File: src/rtl/uart_ctrl_pkg.sv
// UART TX arbiter shared definitions.
// Register map, FIFO status bit and controller FSM states.
package uart_ctrl_pkg;

    localparam logic [31:0] SETUP_OFF  = 32'h0;
    localparam logic [31:0] FIFO_OFF   = 32'h4;
    localparam logic [31:0] TXDATA_OFF = 32'hC;

    localparam int TX_SPACE_BIT = 16;

    localparam logic [1:0] RESP_OKAY = 2'b00;

    typedef enum logic [2:0] {
        SETUP_WR,
        SETUP_B,
        IDLE,
        POLL_AR,
        POLL_R,
        DATA_WR,
        DATA_B
    } state_t;

endpackage

File: src/rtl/axi_lite_if.sv
// AXI-Lite bundle between the arbiter and the UART slave.
// Master drives addresses, data, valids and response readies.
interface AXI_LITE #(
    parameter int ADDR_WIDTH = 32,
    parameter int DATA_WIDTH = 32
);
    logic [ADDR_WIDTH-1:0]   aw_addr;
    logic [2:0]              aw_prot;
    logic                    aw_valid;
    logic                    aw_ready;
    logic [DATA_WIDTH-1:0]   w_data;
    logic [DATA_WIDTH/8-1:0] w_strb;
    logic                    w_valid;
    logic                    w_ready;
    logic [1:0]              b_resp;
    logic                    b_valid;
    logic                    b_ready;
    logic [ADDR_WIDTH-1:0]   ar_addr;
    logic [2:0]              ar_prot;
    logic                    ar_valid;
    logic                    ar_ready;
    logic [DATA_WIDTH-1:0]   r_data;
    logic [1:0]              r_resp;
    logic                    r_valid;
    logic                    r_ready;

    modport Master (
        output aw_addr, aw_prot, aw_valid,
        input  aw_ready,
        output w_data, w_strb, w_valid,
        input  w_ready,
        input  b_resp, b_valid,
        output b_ready,
        output ar_addr, ar_prot, ar_valid,
        input  ar_ready,
        input  r_data, r_resp, r_valid,
        output r_ready
    );

    modport Slave (
        input  aw_addr, aw_prot, aw_valid,
        output aw_ready,
        input  w_data, w_strb, w_valid,
        output w_ready,
        output b_resp, b_valid,
        input  b_ready,
        input  ar_addr, ar_prot, ar_valid,
        output ar_ready,
        output r_data, r_resp, r_valid,
        input  r_ready
    );

endinterface

File: src/rtl/rr_arbiter.sv
// Round-robin arbiter: search starts one past the last grant.
// Pointer only advances when the caller takes the grant.
module rr_arbiter #(
    parameter int NREQ = 2
) (
    input  logic            clk_i,
    input  logic            rst_ni,
    input  logic [NREQ-1:0] req_i,
    input  logic            update_i,
    output logic [NREQ-1:0] grant_o
);

    localparam int IW = (NREQ > 1) ? $clog2(NREQ) : 1;

    logic [IW-1:0] ptr_q;
    logic [IW-1:0] gidx;
    logic [IW-1:0] idx;

    // Walk offsets high to low so the nearest requester wins last.
    always_comb begin
        grant_o = '0;
        gidx    = ptr_q;
        idx     = '0;
        for (int i = NREQ; i >= 1; i--) begin
            idx = IW'((int'(ptr_q) + i) % NREQ);
            if (req_i[idx]) begin
                grant_o      = '0;
                grant_o[idx] = 1'b1;
                gidx         = idx;
            end
        end
    end

    always_ff @(posedge clk_i or negedge rst_ni) begin
        if (!rst_ni) begin
            ptr_q <= IW'(NREQ - 1);
        end else if (update_i && |req_i) begin
            ptr_q <= gidx;
        end
    end

endmodule

File: src/rtl/uart_tx_arbiter.sv
// Arbitrates byte requesters onto one AXI-Lite UART:
// configure once, then poll FIFO space and write TXDATA per byte.
module uart_tx_arbiter
    import uart_ctrl_pkg::*;
#(
    parameter int          AXI_ADDR_WIDTH = 32,
    parameter int          NREQ           = 2,
    parameter logic [31:0] UART_BASE      = 32'h0,
    parameter logic [31:0] UART_SETUP     = 32'd868
) (
    input  logic            clk_i,
    input  logic            rst_ni,
    input  logic [NREQ-1:0] req_valid_i,
    input  logic [NREQ*8-1:0] req_data_i,
    output logic [NREQ-1:0] req_ready_o,
    AXI_LITE.Master         axil_master,
    output logic            err_o,
    output logic            busy_o
);

    localparam logic [AXI_ADDR_WIDTH-1:0] SETUP_ADDR =
        AXI_ADDR_WIDTH'(UART_BASE + SETUP_OFF);
    localparam logic [AXI_ADDR_WIDTH-1:0] FIFO_ADDR =
        AXI_ADDR_WIDTH'(UART_BASE + FIFO_OFF);
    localparam logic [AXI_ADDR_WIDTH-1:0] TXDATA_ADDR =
        AXI_ADDR_WIDTH'(UART_BASE + TXDATA_OFF);

    state_t                    state_q;
    logic [7:0]                byte_q;
    logic                      setup_issued_q;
    logic                      aw_valid_q;
    logic                      w_valid_q;
    logic                      b_ready_q;
    logic                      ar_valid_q;
    logic                      r_ready_q;
    logic                      err_q;
    logic [AXI_ADDR_WIDTH-1:0] aw_addr_q;
    logic [31:0]               w_data_q;

    logic [NREQ-1:0] grant;
    logic [7:0]      grant_byte;
    logic            take;
    logic            aw_fire;
    logic            w_fire;
    logic            ar_fire;
    logic            r_fire;
    logic            b_fire;
    logic            space_ok;

    assign take = (state_q == IDLE) && |req_valid_i;

    rr_arbiter #(
        .NREQ (NREQ)
    ) u_rr (
        .clk_i    (clk_i),
        .rst_ni   (rst_ni),
        .req_i    (req_valid_i),
        .update_i (take),
        .grant_o  (grant)
    );

    always_comb begin
        grant_byte = '0;
        for (int i = 0; i < NREQ; i++) begin
            if (grant[i]) grant_byte |= req_data_i[i*8 +: 8];
        end
    end

    assign req_ready_o = take ? grant : '0;
    assign busy_o      = (state_q != IDLE);
    assign err_o       = err_q;

    assign aw_fire = aw_valid_q && axil_master.aw_ready;
    assign w_fire  = w_valid_q && axil_master.w_ready;
    assign ar_fire = ar_valid_q && axil_master.ar_ready;
    assign r_fire  = r_ready_q && axil_master.r_valid;
    assign b_fire  = b_ready_q && axil_master.b_valid;

    // An errored poll never counts as free space.
    assign space_ok = (axil_master.r_resp == RESP_OKAY) &&
                      axil_master.r_data[TX_SPACE_BIT];

    assign axil_master.aw_addr  = aw_addr_q;
    assign axil_master.aw_prot  = 3'b000;
    assign axil_master.aw_valid = aw_valid_q;
    assign axil_master.w_data   = w_data_q;
    assign axil_master.w_strb   = '1;
    assign axil_master.w_valid  = w_valid_q;
    assign axil_master.b_ready  = b_ready_q;
    assign axil_master.ar_addr  = FIFO_ADDR;
    assign axil_master.ar_prot  = 3'b000;
    assign axil_master.ar_valid = ar_valid_q;
    assign axil_master.r_ready  = r_ready_q;

    always_ff @(posedge clk_i or negedge rst_ni) begin
        if (!rst_ni) begin
            state_q        <= SETUP_WR;
            byte_q         <= '0;
            setup_issued_q <= 1'b0;
            aw_valid_q     <= 1'b0;
            w_valid_q      <= 1'b0;
            b_ready_q      <= 1'b0;
            ar_valid_q     <= 1'b0;
            r_ready_q      <= 1'b0;
            err_q          <= 1'b0;
            aw_addr_q      <= '0;
            w_data_q       <= '0;
        end else begin
            unique case (state_q)
                SETUP_WR, DATA_WR: begin
                    if (state_q == SETUP_WR && !setup_issued_q) begin
                        setup_issued_q <= 1'b1;
                        aw_valid_q     <= 1'b1;
                        w_valid_q      <= 1'b1;
                        aw_addr_q      <= SETUP_ADDR;
                        w_data_q       <= UART_SETUP;
                    end else begin
                        if (aw_fire) aw_valid_q <= 1'b0;
                        if (w_fire) w_valid_q <= 1'b0;
                        if ((aw_fire || !aw_valid_q) &&
                            (w_fire || !w_valid_q)) begin
                            b_ready_q <= 1'b1;
                            if (state_q == SETUP_WR) state_q <= SETUP_B;
                            else state_q <= DATA_B;
                        end
                    end
                end
                SETUP_B, DATA_B: begin
                    if (b_fire) begin
                        b_ready_q <= 1'b0;
                        if (axil_master.b_resp != RESP_OKAY) err_q <= 1'b1;
                        state_q <= IDLE;
                    end
                end
                IDLE: begin
                    if (take) begin
                        byte_q     <= grant_byte;
                        ar_valid_q <= 1'b1;
                        state_q    <= POLL_AR;
                    end
                end
                POLL_AR: begin
                    if (ar_fire) begin
                        ar_valid_q <= 1'b0;
                        r_ready_q  <= 1'b1;
                        state_q    <= POLL_R;
                    end
                end
                POLL_R: begin
                    if (r_fire) begin
                        r_ready_q <= 1'b0;
                        if (axil_master.r_resp != RESP_OKAY) err_q <= 1'b1;
                        if (space_ok) begin
                            aw_valid_q <= 1'b1;
                            w_valid_q  <= 1'b1;
                            aw_addr_q  <= TXDATA_ADDR;
                            w_data_q   <= {24'h0, byte_q};
                            state_q    <= DATA_WR;
                        end else begin
                            ar_valid_q <= 1'b1;
                            state_q    <= POLL_AR;
                        end
                    end
                end
                default: state_q <= SETUP_WR;
            endcase
        end
    end

endmodule

File: src/flat_wrapper.sv
// flat-port wrapper written by rule: the top's interface ports become plain ports
module uart_tx_arbiter_flat import uart_ctrl_pkg::*;
#(
    parameter int          AXI_ADDR_WIDTH = 32,
    parameter int          NREQ           = 2,
    parameter logic [31:0] UART_BASE      = 32'h0,
    parameter logic [31:0] UART_SETUP     = 32'd868
)
  (clk_i, rst_ni, req_valid_i, req_data_i, req_ready_o, err_o, busy_o, axil_master_aw_addr, axil_master_aw_prot, axil_master_aw_valid, axil_master_aw_ready, axil_master_w_data, axil_master_w_strb, axil_master_w_valid, axil_master_w_ready, axil_master_b_resp, axil_master_b_valid, axil_master_b_ready, axil_master_ar_addr, axil_master_ar_prot, axil_master_ar_valid, axil_master_ar_ready, axil_master_r_data, axil_master_r_resp, axil_master_r_valid, axil_master_r_ready);
  AXI_LITE #(.ADDR_WIDTH(32), .DATA_WIDTH(32)) axil_master_i ();
  input  logic clk_i;
  input  logic rst_ni;
  input  logic [NREQ-1:0] req_valid_i;
  input  logic [NREQ*8-1:0] req_data_i;
  output logic [NREQ-1:0] req_ready_o;
  output logic err_o;
  output logic busy_o;
  output wire logic [$bits(axil_master_i.aw_addr)-1:0] axil_master_aw_addr;
  output wire logic [$bits(axil_master_i.aw_prot)-1:0] axil_master_aw_prot;
  output wire logic [$bits(axil_master_i.aw_valid)-1:0] axil_master_aw_valid;
  input wire logic [$bits(axil_master_i.aw_ready)-1:0] axil_master_aw_ready;
  output wire logic [$bits(axil_master_i.w_data)-1:0] axil_master_w_data;
  output wire logic [$bits(axil_master_i.w_strb)-1:0] axil_master_w_strb;
  output wire logic [$bits(axil_master_i.w_valid)-1:0] axil_master_w_valid;
  input wire logic [$bits(axil_master_i.w_ready)-1:0] axil_master_w_ready;
  input wire logic [$bits(axil_master_i.b_resp)-1:0] axil_master_b_resp;
  input wire logic [$bits(axil_master_i.b_valid)-1:0] axil_master_b_valid;
  output wire logic [$bits(axil_master_i.b_ready)-1:0] axil_master_b_ready;
  output wire logic [$bits(axil_master_i.ar_addr)-1:0] axil_master_ar_addr;
  output wire logic [$bits(axil_master_i.ar_prot)-1:0] axil_master_ar_prot;
  output wire logic [$bits(axil_master_i.ar_valid)-1:0] axil_master_ar_valid;
  input wire logic [$bits(axil_master_i.ar_ready)-1:0] axil_master_ar_ready;
  input wire logic [$bits(axil_master_i.r_data)-1:0] axil_master_r_data;
  input wire logic [$bits(axil_master_i.r_resp)-1:0] axil_master_r_resp;
  input wire logic [$bits(axil_master_i.r_valid)-1:0] axil_master_r_valid;
  output wire logic [$bits(axil_master_i.r_ready)-1:0] axil_master_r_ready;
  assign axil_master_aw_addr = axil_master_i.aw_addr;
  assign axil_master_aw_prot = axil_master_i.aw_prot;
  assign axil_master_aw_valid = axil_master_i.aw_valid;
  assign axil_master_i.aw_ready = axil_master_aw_ready;
  assign axil_master_w_data = axil_master_i.w_data;
  assign axil_master_w_strb = axil_master_i.w_strb;
  assign axil_master_w_valid = axil_master_i.w_valid;
  assign axil_master_i.w_ready = axil_master_w_ready;
  assign axil_master_i.b_resp = axil_master_b_resp;
  assign axil_master_i.b_valid = axil_master_b_valid;
  assign axil_master_b_ready = axil_master_i.b_ready;
  assign axil_master_ar_addr = axil_master_i.ar_addr;
  assign axil_master_ar_prot = axil_master_i.ar_prot;
  assign axil_master_ar_valid = axil_master_i.ar_valid;
  assign axil_master_i.ar_ready = axil_master_ar_ready;
  assign axil_master_i.r_data = axil_master_r_data;
  assign axil_master_i.r_resp = axil_master_r_resp;
  assign axil_master_i.r_valid = axil_master_r_valid;
  assign axil_master_r_ready = axil_master_i.r_ready;
  uart_tx_arbiter #(.AXI_ADDR_WIDTH(AXI_ADDR_WIDTH), .NREQ(NREQ), .UART_BASE(UART_BASE), .UART_SETUP(UART_SETUP)) u_core (.clk_i(clk_i), .rst_ni(rst_ni), .req_valid_i(req_valid_i), .req_data_i(req_data_i), .req_ready_o(req_ready_o), .axil_master(axil_master_i), .err_o(err_o), .busy_o(busy_o));
endmodule
File: config.mk
export PLATFORM = sky130hd
export DESIGN_NAME = uart_tx_arbiter_flat
export DESIGN_NICKNAME = d
export VERILOG_FILES = /design/src/rtl/uart_ctrl_pkg.sv /design/src/rtl/axi_lite_if.sv /design/src/rtl/rr_arbiter.sv /design/src/rtl/uart_tx_arbiter.sv /design/src/flat_wrapper.sv
export SDC_FILE = /design/constraint.sdc
export NUM_CORES = 1
export LEC_CHECK = 0
export CORE_MARGIN = 1
export CORE_UTILIZATION = 33
export DETAILED_ROUTE_END_ITERATION = 10
export PLACE_DENSITY = 0.84
export SYNTH_ARGS = -nofsm -noshare
export SYNTH_HDL_FRONTEND = slang
export SYNTH_SLANG_ARGS = --single-unit
File: constraint.sdc
create_clock -name clk_i -period 2.2 [get_ports clk_i]
set_input_delay 0.44 -clock clk_i [delete_from_list [all_inputs] [get_ports clk_i]]
set_output_delay 0.44 -clock clk_i [all_outputs]
set_load 0.01 [all_outputs]
# --- Word level (Yosys, flattened, before mapping) ---
# Cells that the tools add are included.
classes:
  addsub: 2
  mul: 0
  n_div: 0
  magnitude_cmp: 4
  n_eq_ne: 20
  n_shift: 0
  muxes: 57
  bitwise: 1
  reduce_logical: 41
op_table:
  columns: ["op", "count"]
  rows:
  - ["$mux W32", 6]
  - ["$pmux W32 S2", 2]
  - ["$mux W1", 27]
  - ["$mux W3", 8]
  - ["$ne A2 B1 Y1 const B", 9]
  - ["$mux W8", 2]
  - ["$reduce_and A4 Y1", 4]
  - ["$pmux W3 S5", 1]
  - ["$reduce_bool A2 Y1", 7]
  - ["$logic_and A1 B1 Y1", 12]
  - ["$pmux W1 S2", 5]
  - ["$reduce_and A5 Y1", 2]
  - ["$eq A3 B3 Y1 const B", 3]
  - ["$or A8 B8 Y8", 1]
  - ["$eq A3 B2 Y1 const B", 2]
  - ["$mux W2", 3]
  - ["$ne A3 B1 Y1 const B", 2]
  - ["$reduce_and A2 Y1", 3]
  - ["$reduce_and A6 Y1", 1]
  - ["$reduce_or A2 Y1", 3]
  - ["$lt A1 B2 Y1 const B", 2]
  - ["$ne A2 B2 Y1 const B", 2]
  - ["$eq A3 B1 Y1 const B", 1]
  - ["$logic_not A1 Y1", 3]
  - ["other kinds (10)", 14]
word_totals:
  reg_bits: 83
  latch_bits: 0
  mem_bits_rw: 0
  rom_bits: 0
  input_bits: 61
  output_inout_bits: 115
  elab_cells: 137
  n_memories: 0

# --- Logic depth before layout (Yosys ltp) ---
# Gate-level depths: netlist of run 1.
depth:
  word_depth: 10
  ltp_mapped: 7
  mapped_depth_nobuf: 5

# --- Cells and area by module ---
# A second synthesis of run 1 with hierarchy kept.
unflattened:
  cells_unflattened: 245
  hier_area_um2: 2150.8
modules_own_cells:
  columns: ["module", "instances", "cells_each", "area_per_inst_um2", "seq_area_each_um2"]
  rows:
  - ["uart_tx_arbiter", 1, 239, 2094.5, 700.7]
  - ["rr_arbiter", 1, 6, 56.3, 26.3]

# --- Worst setup path after synthesis of run 1 ---
# OpenSTA, ideal clock, no wires.
synth_timing:
  path_type: "register to output"
  from: "reg u_core.u_rr.ptr_q"
  to: "out req_ready_o[0]"
  arrival_ps: 1177
  required_time_ps: 1760
  setup_slack_ps: 583
  stages_incl_launch_ff: 4
  path_buffers: 0
  cell_sequence: "dfstp_2 > inv_1 > a21boi_1 > and2_1"
synth_via:
  elab_chain_cells: 8
  word_cells_on_any_way: 19
  classes_between: "add/sub (2); order compare (4); mux (11); reduce/logical (2)"
synth_lines:
  columns: ["item", "line", "source"]
  rows:
  - ["from (decl)", "rr_arbiter.sv:15", "logic [IW-1:0] ptr_q;"]
  - ["from (signal assigned)", "rr_arbiter.sv:36", "ptr_q <= IW'(NREQ - 1);"]
  - ["from (signal assigned)", "rr_arbiter.sv:38", "ptr_q <= gidx;"]
  - ["$add A1 B1 Y1", "rr_arbiter.sv:25", "idx = IW'((int'(ptr_q) + i) % NREQ);"]
  - ["$lt A1 B2 Y1 (not written as such) or $ge A1 B1 Y1 (tied branches)", "rr_arbiter.sv:28", "grant_o[idx] = 1'b1;"]
  - ["$logic_and A1 B1 Y1 (not written as such)", "rr_arbiter.sv:28", null]
  - ["$mux W1 (not written as such)", "rr_arbiter.sv:28", null]
  - ["$demux W1 S1", "rr_arbiter.sv:28", null]
  - ["$mux W2", "rr_arbiter.sv:26", "if (req_i[idx]) begin"]
  - ["$mux W2 (*)", "rr_arbiter.sv:26", null]
  - ["$mux W2 (*)", "uart_tx_arbiter.sv:69", "assign req_ready_o = take ? grant : '0;"]
  - ["to (decl)", "flat_wrapper.sv:15", "output logic [NREQ-1:0] req_ready_o;"]
# Mark *: on every way between the ends. The rest lies on a longest branch, timed or not. The select of a mux whose other input is x is not followed.

# --- Final worst setup path of run 1 ---
layout_timing:
  from: "reg u_core.state_q[2]"
  to: "out busy_o"
layout_via:
  elab_chain_cells: 1
layout_lines:
  columns: ["item", "line", "source"]
  rows:
  - ["from (decl)", "uart_tx_arbiter.sv:28", "state_t state_q;"]
  - ["from (signal assigned)", "uart_tx_arbiter.sv:97", "state_q <= SETUP_WR;"]
  - ["from (signal assigned)", "uart_tx_arbiter.sv:123", "if (state_q == SETUP_WR) state_q <= SETUP_B;"]
  - ["from (signal assigned)", "uart_tx_arbiter.sv:124", "else state_q <= DATA_B;"]
  - ["$ne A3 B2 Y1", "uart_tx_arbiter.sv:70", "assign busy_o = (state_q != IDLE);"]
  - ["to (decl)", "flat_wrapper.sv:17", "output logic busy_o;"]
# Every way passes these cells.

==> flow_summary.html, run 1 <==
<table>
<tr><th>Metric</th><th>Value</th></tr>
<tr><th colspan="2">Run status</th></tr>
<tr><td>Status</td><td>complete, no violations</td></tr>
<tr><th colspan="2">Placed design</th></tr>
<tr><td>Port Buf Inserts</td><td>50</td></tr>
<tr><td>Hpwl dp</td><td>3190 µm</td></tr>
<tr><td>Pre-CTS setup slack</td><td>-0.0976 ns</td></tr>
<tr><td>Final RePlAce weighted congestion</td><td>0.850</td></tr>
<tr><td>Area of placed instances</td><td>about 2400 µm²</td></tr>
<tr><th colspan="2">STA</th></tr>
<tr><td>Shortest period the worst path allows</td><td>between 2 and 2.5 ns</td></tr>
<tr><td>Upper clock frequency limit</td><td>~470 MHz</td></tr>
<tr><td>Pins Over Slew Limit</td><td>0</td></tr>
<tr><td>Clock tree skew after final layout</td><td>~0.0068 ns</td></tr>
<tr><td>Number of endpoints failing setup at the final stage</td><td>0</td></tr>
<tr><td>Post-route fraction of the period consumed by the critical path</td><td>97.3%</td></tr>
<tr><td>Final Hold Viols</td><td>0</td></tr>
<tr><td>Final hold slack</td><td>0.477 ns</td></tr>
<tr><td>RSZ-0062 raised after global routing</td><td>false</td></tr>
<tr><td>Worst-case setup margin in the final layout</td><td>0.0605 ns</td></tr>
<tr><td>Summed negative setup slack over all endpoints</td><td>0 ns</td></tr>
<tr><th colspan="2">Routing</th></tr>
<tr><td>Vias post-DR</td><td>1,632</td></tr>
<tr><td>DR pass1 iterations</td><td>4</td></tr>
<tr><td>DRC viols</td><td>0</td></tr>
<tr><td>Antenna Nets Post-Route</td><td>0</td></tr>
<tr><td>Avg WL per Cell</td><td>roughly 10 µm</td></tr>
<tr><td>Total wire length after detailed routing</td><td>4180 µm</td></tr>
<tr><td>Via-per-instance ratio</td><td>4.08</td></tr>
<tr><td>Violation count after the first detailed-route iteration</td><td>83</td></tr>
<tr><th colspan="2">Final layout</th></tr>
<tr><td>Net count, final</td><td>~380</td></tr>
<tr><td>N_diodes</td><td>0</td></tr>
<tr><td>Layout fillers</td><td>617</td></tr>
<tr><td>Growth of design area from synthesis to finish</td><td>18.9%</td></tr>
<tr><td>Layout cells sized above 1</td><td>12.4%</td></tr>
<tr><td>Most frequent cells in the layout</td><td>94 x sky130_fd_sc_hd__conb_1, 48 x sky130_fd_sc_hd__clkdlybuf4s50_1, 29 x sky130_fd_sc_hd__nand2_1, 27 x sky130_fd_sc_hd__dfrtp_1, 20 x sky130_fd_sc_hd__nor2_1</td></tr>
<tr><td>Finished layout cell area</td><td>2590 µm²</td></tr>
<tr><td>Most common cell after layout, fill and taps aside</td><td>sky130_fd_sc_hd__conb_1</td></tr>
<tr><td>Final core occ</td><td>40.8%</td></tr>
<tr><th colspan="2">Synthesis</th></tr>
<tr><td>Share of async-settable or async-resettable flops after synthesis</td><td>100%</td></tr>
<tr><td>Synth Area per Inst</td><td>8.42 µm²</td></tr>
<tr><td>Number of flops mapped to enable cells by yosys</td><td>0</td></tr>
<tr><td>Portion of the post-synthesis area used by sequential elements</td><td>33.4%</td></tr>
<tr><td>Synth Register Bits</td><td>29</td></tr>
<tr><td>Most frequently used flop master after synthesis</td><td>sky130_fd_sc_hd__dfrtp_1</td></tr>
<tr><td>Instance count of the mapped netlist</td><td>259</td></tr>
<tr><td>Mapped cell area</td><td>between 2000 and 2500 µm²</td></tr>
<tr><td>Synthesis Warnings</td><td>0</td></tr>
<tr><td>Unique cell type count in the Yosys netlist</td><td>36</td></tr>
<tr><th colspan="2">Hold path</th></tr>
<tr><td>Endpoint of the worst hold path</td><td>u_core.axil_master.w_data[5]</td></tr>
<tr><td>Worst min-delay path class</td><td>reg -&gt; reg</td></tr>
<tr><td>Hold Path Origin</td><td>u_core.axil_master.w_data[5]</td></tr>
<tr><td>Number of stages on the worst hold path</td><td>2</td></tr>
<tr><th colspan="2">CTS</th></tr>
<tr><td>Number of clock buffers inserted by TritonCTS</td><td>5</td></tr>
<tr><td>CTS root buf</td><td>sky130_fd_sc_hd__clkbuf_8</td></tr>
<tr><td>TritonCTS clock tree</td><td>yes</td></tr>
<tr><td>Clock transition at the registers of the reported paths</td><td>0.06 ns</td></tr>
<tr><td>Number of sinks handled by clock tree synthesis</td><td>29</td></tr>
<tr><td>Maximum root-to-sink buffer count</td><td>2</td></tr>
<tr><td>Clock latency at the later pin of the worst-skew pair</td><td>around 0.28 ns</td></tr>
<tr><td>CTS HTree Levels</td><td>2</td></tr>
<tr><td>Hold-fix buffer count after cts</td><td>0</td></tr>
<tr><th colspan="2">Power</th></tr>
<tr><td>Peak supply drop</td><td>roughly 450 µV</td></tr>
<tr><td>Clock power frac</td><td>16.5%</td></tr>
<tr><td>Switch share</td><td>about two fifths</td></tr>
<tr><td>Portion of total power attributed to combinational logic</td><td>51.4%</td></tr>
<tr><td>Internal power</td><td>1800 µW</td></tr>
<tr><td>Pleak</td><td>0.00125 µW</td></tr>
<tr><td>Net switching power</td><td>1130 µW</td></tr>
<tr><td>Reg power frac</td><td>32.1%</td></tr>
<tr><td>Power Density</td><td>~1100 nW/µm²</td></tr>
<tr><th colspan="2">Critical path</th></tr>
<tr><td>WP data required</td><td>1.76 ns</td></tr>
<tr><td>Data arrival at the endpoint of the critical path</td><td>1.70 ns</td></tr>
<tr><td>Worst reg2reg path endpoint</td><td>u_core.state_q[0]</td></tr>
<tr><td>Critical Path, Cell by Cell</td><td>nor3b_4, buf_4, inv_2, clkdlybuf4s50_1</td></tr>
<tr><td>Setup crit start</td><td>u_core.state_q[2]</td></tr>
<tr><td>Internal reg-to-reg setup slack</td><td>between 0.3 and 0.4 ns</td></tr>
<tr><td>Cells on worst reg2reg path</td><td>6</td></tr>
<tr><td>Endpoint type of the worst setup path</td><td>output pin</td></tr>
<tr><td>Worst-path cell with the longest stage delay</td><td>sky130_fd_sc_hd__clkdlybuf4s50_1</td></tr>
<tr><td>Maximum fanout encountered on the critical timing path</td><td>7</td></tr>
<tr><td>Startpoint of the lowest-slack register-to-register path</td><td>u_core.state_q[2]</td></tr>
<tr><td>Startpoint-to-endpoint class of the critical path</td><td>reg -&gt; out</td></tr>
<tr><td>Slowest stage delay, CP</td><td>0.47 ns</td></tr>
<tr><td>Startpoint Class</td><td>flop</td></tr>
<tr><th colspan="2">Global routing</th></tr>
<tr><td>Pin count of the biggest net entering global routing</td><td>30</td></tr>
<tr><td>Number of antenna violations at the first check in global routing</td><td>0</td></tr>
<tr><td>Global-route usage over all layers</td><td>a little under an eighth</td></tr>
<tr><td>Number of global-route vias before repair</td><td>1,448</td></tr>
<tr><td>First-pass GRT wire length</td><td>6550 µm</td></tr>
<tr><td>Overall overflow remaining after global route</td><td>0</td></tr>
<tr><th colspan="2">Floorplan</th></tr>
<tr><td>Die width</td><td>83.3 µm</td></tr>
<tr><td>Overall die area</td><td>about 6900 µm²</td></tr>
<tr><td>Initial cell density of the core</td><td>34.3%</td></tr>
<tr><td>Floorplan core area</td><td>roughly 6300 µm²</td></tr>
<tr><td>Ports placed on the boundary</td><td>about 180</td></tr>
<tr><td>Row Count</td><td>29</td></tr>
<tr><td>Height of the die</td><td>83.3 µm</td></tr>
<tr><th colspan="2">Run</th></tr>
<tr><td>Total of max-cap violations</td><td>0</td></tr>
</table>
-- critical path: cells and delay by family (launching register included) --
family,cells,cell delay (ns)
buf+inv,3,0.69
flops,1,0.46
simple gates,1,0.26
-- flip-flops by register name, indices dropped and copies added, names as in the netlist --
name                         count
u_core.byte_q                    8
u_core.axil_master.r_ready       1
u_core.state_q                   3
u_core.axil_master.ar_valid      1
u_core.u_rr.ptr_q                1
u_core.axil_master.b_ready       1
u_core.err_o                     1
u_core.axil_master.w_data        9
u_core.axil_master.w_valid       1
u_core.axil_master.aw_valid      1
u_core.axil_master.aw_addr       1
u_core.setup_issued_q            1
-- worst max path at each step --
stage	end	depth (start not counted)
after floorplan	req_ready_o[0]	3
after global placement	req_ready_o[0]	4
after detailed placement	req_ready_o[1]	4
final	busy_o	4
after global routing	busy_o	4
after CTS	busy_o	4
-- metrics by stage --
stage / cells / power [µW]
floorplan: 351 / 1990
global placement: 387 / 2350
detailed placement: 387 / 2400
CTS: 396 / 2910
global route: 400 / 3140
finish: 400 / 2930
-- synthesized netlist by cell type (3+ instances only) --
library cell	number	area, µm²
sky130_fd_sc_hd__buf_4	98	736
sky130_fd_sc_hd__nand2_1	29	109
sky130_fd_sc_hd__dfrtp_1	28	701
sky130_fd_sc_hd__nor2_1	20	75.1
sky130_fd_sc_hd__a21oi_1	15	75.1
sky130_fd_sc_hd__o21ai_0	11	55.1
sky130_fd_sc_hd__a22oi_1	10	75.1
sky130_fd_sc_hd__inv_1	4	15.0
sky130_fd_sc_hd__a31oi_1	3	18.8
sky130_fd_sc_hd__buf_2	3	15.0
sky130_fd_sc_hd__nand3_1	3	15.0
sky130_fd_sc_hd__nor3_1	3	15.0
sky130_fd_sc_hd__o22ai_1	3	18.8
-- final cells by class --
cell class | instances | area [µm²] | area share (%)
clock inverter | 1 | 5.00 | 0.193
inverter | 6 | 22.5 | 0.869
sequential | 29 | 728 | 28.1
timing repair buffer | 67 | 626 | 24.1
multi-input combinational | 213 | 1020 | 39.3
clock buffer | 7 | 96.3 | 3.72
tap | 77 | 96.3 | 3.72
-- power groups by stage --
stage	combinational [µW]	sequential (µW)	clock (µW)
4_1_cts	1460	950	496
5_1_grt	1650	972	515
3_3_place_gp	1420	937	0
2_1_floorplan	1020	966	0
3_5_place_dp	1440	952	0
6_report	1510	941	484
-- logic make-up (layout without fill, tap and decap cells) --
| group | count (synthesis) | in the layout | share of synthesized area, % |
|---|---|---|---|
| other | 2 | 94 | 0.345 |
| and+or+nand+nor | 66 | 66 | 14.5 |
| AOI/OAI and AO/OA | 51 | 51 | 14.5 |
| muxes | 2 | 2 | 1.21 |
| DFF | 29 | 29 | 33.4 |
| buffers and inverters | 109 | 81 | 36.2 |
-- timing repair --
| action | in CTS | in global routing |
|---|---|---|
| setup buffers | 1 | 4 |
| setup endpoints to repair | 3 | 1 |
| gates resized for setup | 5 | 0 |
| hold endpoints to repair | 0 | 0 |
| pin swaps | 0 | 1 |
-- metal layers --
layer  track usage, %  vias up  wire [µm]
li1                 -      791          -
met1             13.6      739       1730
met2             19.7       89       2070
met3             3.68       13        271
met4             4.70        0        109
met5                0        -          0
Power figures use the tool's default switching activity.
==> run 2: changes to the inputs <==
CORE_MARGIN = unset   (was 1)
==> results of run 2 <==
The final DEF is identical to that of run 1; final timing and power are the same.
==> run 3: changes to the inputs <==
CAP_MARGIN = 20   (was unset)
==> results of run 3 <==
The final DEF is identical to that of run 1; final timing and power are the same.
==> edit, RTL diff (flow settings as in run 2) <==
Reset style: synchronous (`rst_ni`), changed in 2 clocked blocks.
--- a/src/rtl/rr_arbiter.sv
+++ b/src/rtl/rr_arbiter.sv
@@ -32,5 +32,5 @@
     end
 
-    always_ff @(posedge clk_i or negedge rst_ni) begin
+    always_ff @(posedge clk_i) begin
         if (!rst_ni) begin
             ptr_q <= IW'(NREQ - 1);
--- a/src/rtl/uart_tx_arbiter.sv
+++ b/src/rtl/uart_tx_arbiter.sv
@@ -93,5 +93,5 @@
     assign axil_master.r_ready  = r_ready_q;
 
-    always_ff @(posedge clk_i or negedge rst_ni) begin
+    always_ff @(posedge clk_i) begin
         if (!rst_ni) begin
             state_q        <= SETUP_WR;
Behaviour: differs if rst_ni is asserted again (counterexample within 4 cycles, from zero or initial values and one cycle with rst_ni low); with rst_ni held inactive, the same outputs for 10 cycles.
==> edit against run 2 <==
Sequential power is 24% lower. Final area about the same. Sequential cell count is the same. Non-clock buffer count shrank 6. Routed wire length up 4.2%. Worst setup slack better by 100 ps. The run now ends with DRC left. Die area rose by 4.0%. Cell count is 0.50% higher. Utilization shrank 0.89 points. Global-route usage up 0.61 points. Area after synthesis increased by 4.1%. Critical endpoint is now req_ready_o[0]. Clock skew is 1.2 ps higher. Total power decreased by 30%.
==> edit: results (changes against run 2) <==
Placement Cell Area: 2490 sq um (was 2450 sq um)
DP HPWL: 3320 um (was 3190 um)
Met1 Wirelength: 1800 um (was 1730 um)
failing checks: DRC
met2 WL: 2170 um (was 2070 um)
CP max FO: 3 (was 7)
GRT Util Overall: 12.3% (was 11.6%)
Unique masters post-synth: 42 (was 36)
dpl ws: -64.7 ps (was -97.6 ps)
Int Power: 1.31 mW (was 1.80 mW)
asr flop ratio synth: 0% (was 100%)
Synth top cells by count: 97 x buf_4, 29 x dfxtp_1, 26 x nand2_1 (was 98 x buf_4, 29 x nand2_1, 28 x dfrtp_1)
Vias: 1757 (was 1632)
global-route wire length before repair: 7070 um (was 6550 um)
Starting DRT DRC Count: 120 (was 83)
Reg2Reg Depth: 5 (was 6)
Final nets: 385 (was 383)
Top FF cell, synth: dfxtp_1 (was dfrtp_1)
Leakage: 1.25 nW (about the same)
status: finished with violations (was finished, final reports clean)
Root Driver: clkbuf_8 (unchanged)
sequential fraction of the synthesis area: 25.6% (was 33.4%)
met3 WL: 345 um (was 271 um)
largest stage delay on the critical path: 500 ps (was 470 ps)
drc violations: 14 (was 0)
RePlAce Congestion: 0.838 (was 0.850)
largest net degree at the start of global routing: 32 (was 30)
WP data arrival: 1600 ps (was 1700 ps)
peak supply drop: 0.000323 V (was 0.000451 V)
DR pass1 iterations: 10 (was 4)
worst clock skew: 7.96 ps (was 6.81 ps)
number of global-route vias before repair: 1510 (was 1448)
largest cells by area after synthesis: buf_4 32%, dfxtp_1 26%, o211a_1 4.9% (was buf_4 34%, dfrtp_1 32%, nand2_1 5.0%)
edit: cells by family (layout without fill, tap and decap cells):
logic type / count (synthesis) / count (layout) / share of synthesized area, %
buffers and inverters: 112 / 72 / 35.8
AND/OR/NAND/NOR: 72 / 72 / 17.8
flip-flops: 29 / 29 / 25.6
AO/OA/AOI/OAI: 57 / 57 / 20.1
other: 2 / 94 / 0.331
multiplexers: 1 / 1 / 0.441
edit: worst reg2reg max path, stage by stage, from the launching register on:
cell     delay (ps)
dfxtp_1         340
buf_4           190
nor2_1          490
nand2_1         250
nor3_1          290
nor3b_2          70
edit: layer usage:
layer / GRT usage [%] / vias up
met2: 21.4 / 113
met5: 0 / -
met4: 3.08 / 0
met1: 15.0 / 801
li1: - / 834
met3: 3.21 / 9
edit: area by class of cell:
type                       instances  area, sq um
timing repair buffer              61          581
multi-input combinational        224         1220
fill                             666         3900
clock inverter                     1         5.00
tap                               77         96.3
inverter                           3         11.3
sequential                        29          581
clock buffer                       7         96.3
edit: what timing repair did:
action / CTS / global route
buffers inserted: 0 / 0
gates resized for setup: 2 / 0
endpoints found under the setup margin: 2 / 0
edit: final timing paths:
path,slack [ps],start,end
setup reg to reg,460,u_core.state_q[1]$_SDFFE_PN0P_,u_core.axil_master.w_data[2]$_SDFFE_PN0P_
setup / recovery,160,req_valid_i[1],req_ready_o[0]
hold / removal,470,u_core.err_o$_SDFFE_PN0P_,u_core.err_o$_SDFFE_PN0P_
hold reg to reg,470,u_core.err_o$_SDFFE_PN0P_,u_core.err_o$_SDFFE_PN0P_
edit: power by group through the flow:
| stage | clock, mW | combinational (mW) | sequential, mW |
|---|---|---|---|
| floorplan | 0 | 0.691 | 0.734 |
| global placement | 0 | 0.844 | 0.718 |
| detailed placement | 0 | 0.864 | 0.727 |
| CTS | 0.493 | 0.868 | 0.715 |
| global route | 0.523 | 0.956 | 0.730 |
| finish | 0.483 | 0.865 | 0.713 |
edit: through the flow:
stage | cells | total power [mW]
detailed placement | 394 | 1.59
global route | 402 | 2.21
global placement | 394 | 1.56
CTS | 402 | 2.08
floorplan | 365 | 1.43
finish | 402 | 2.06
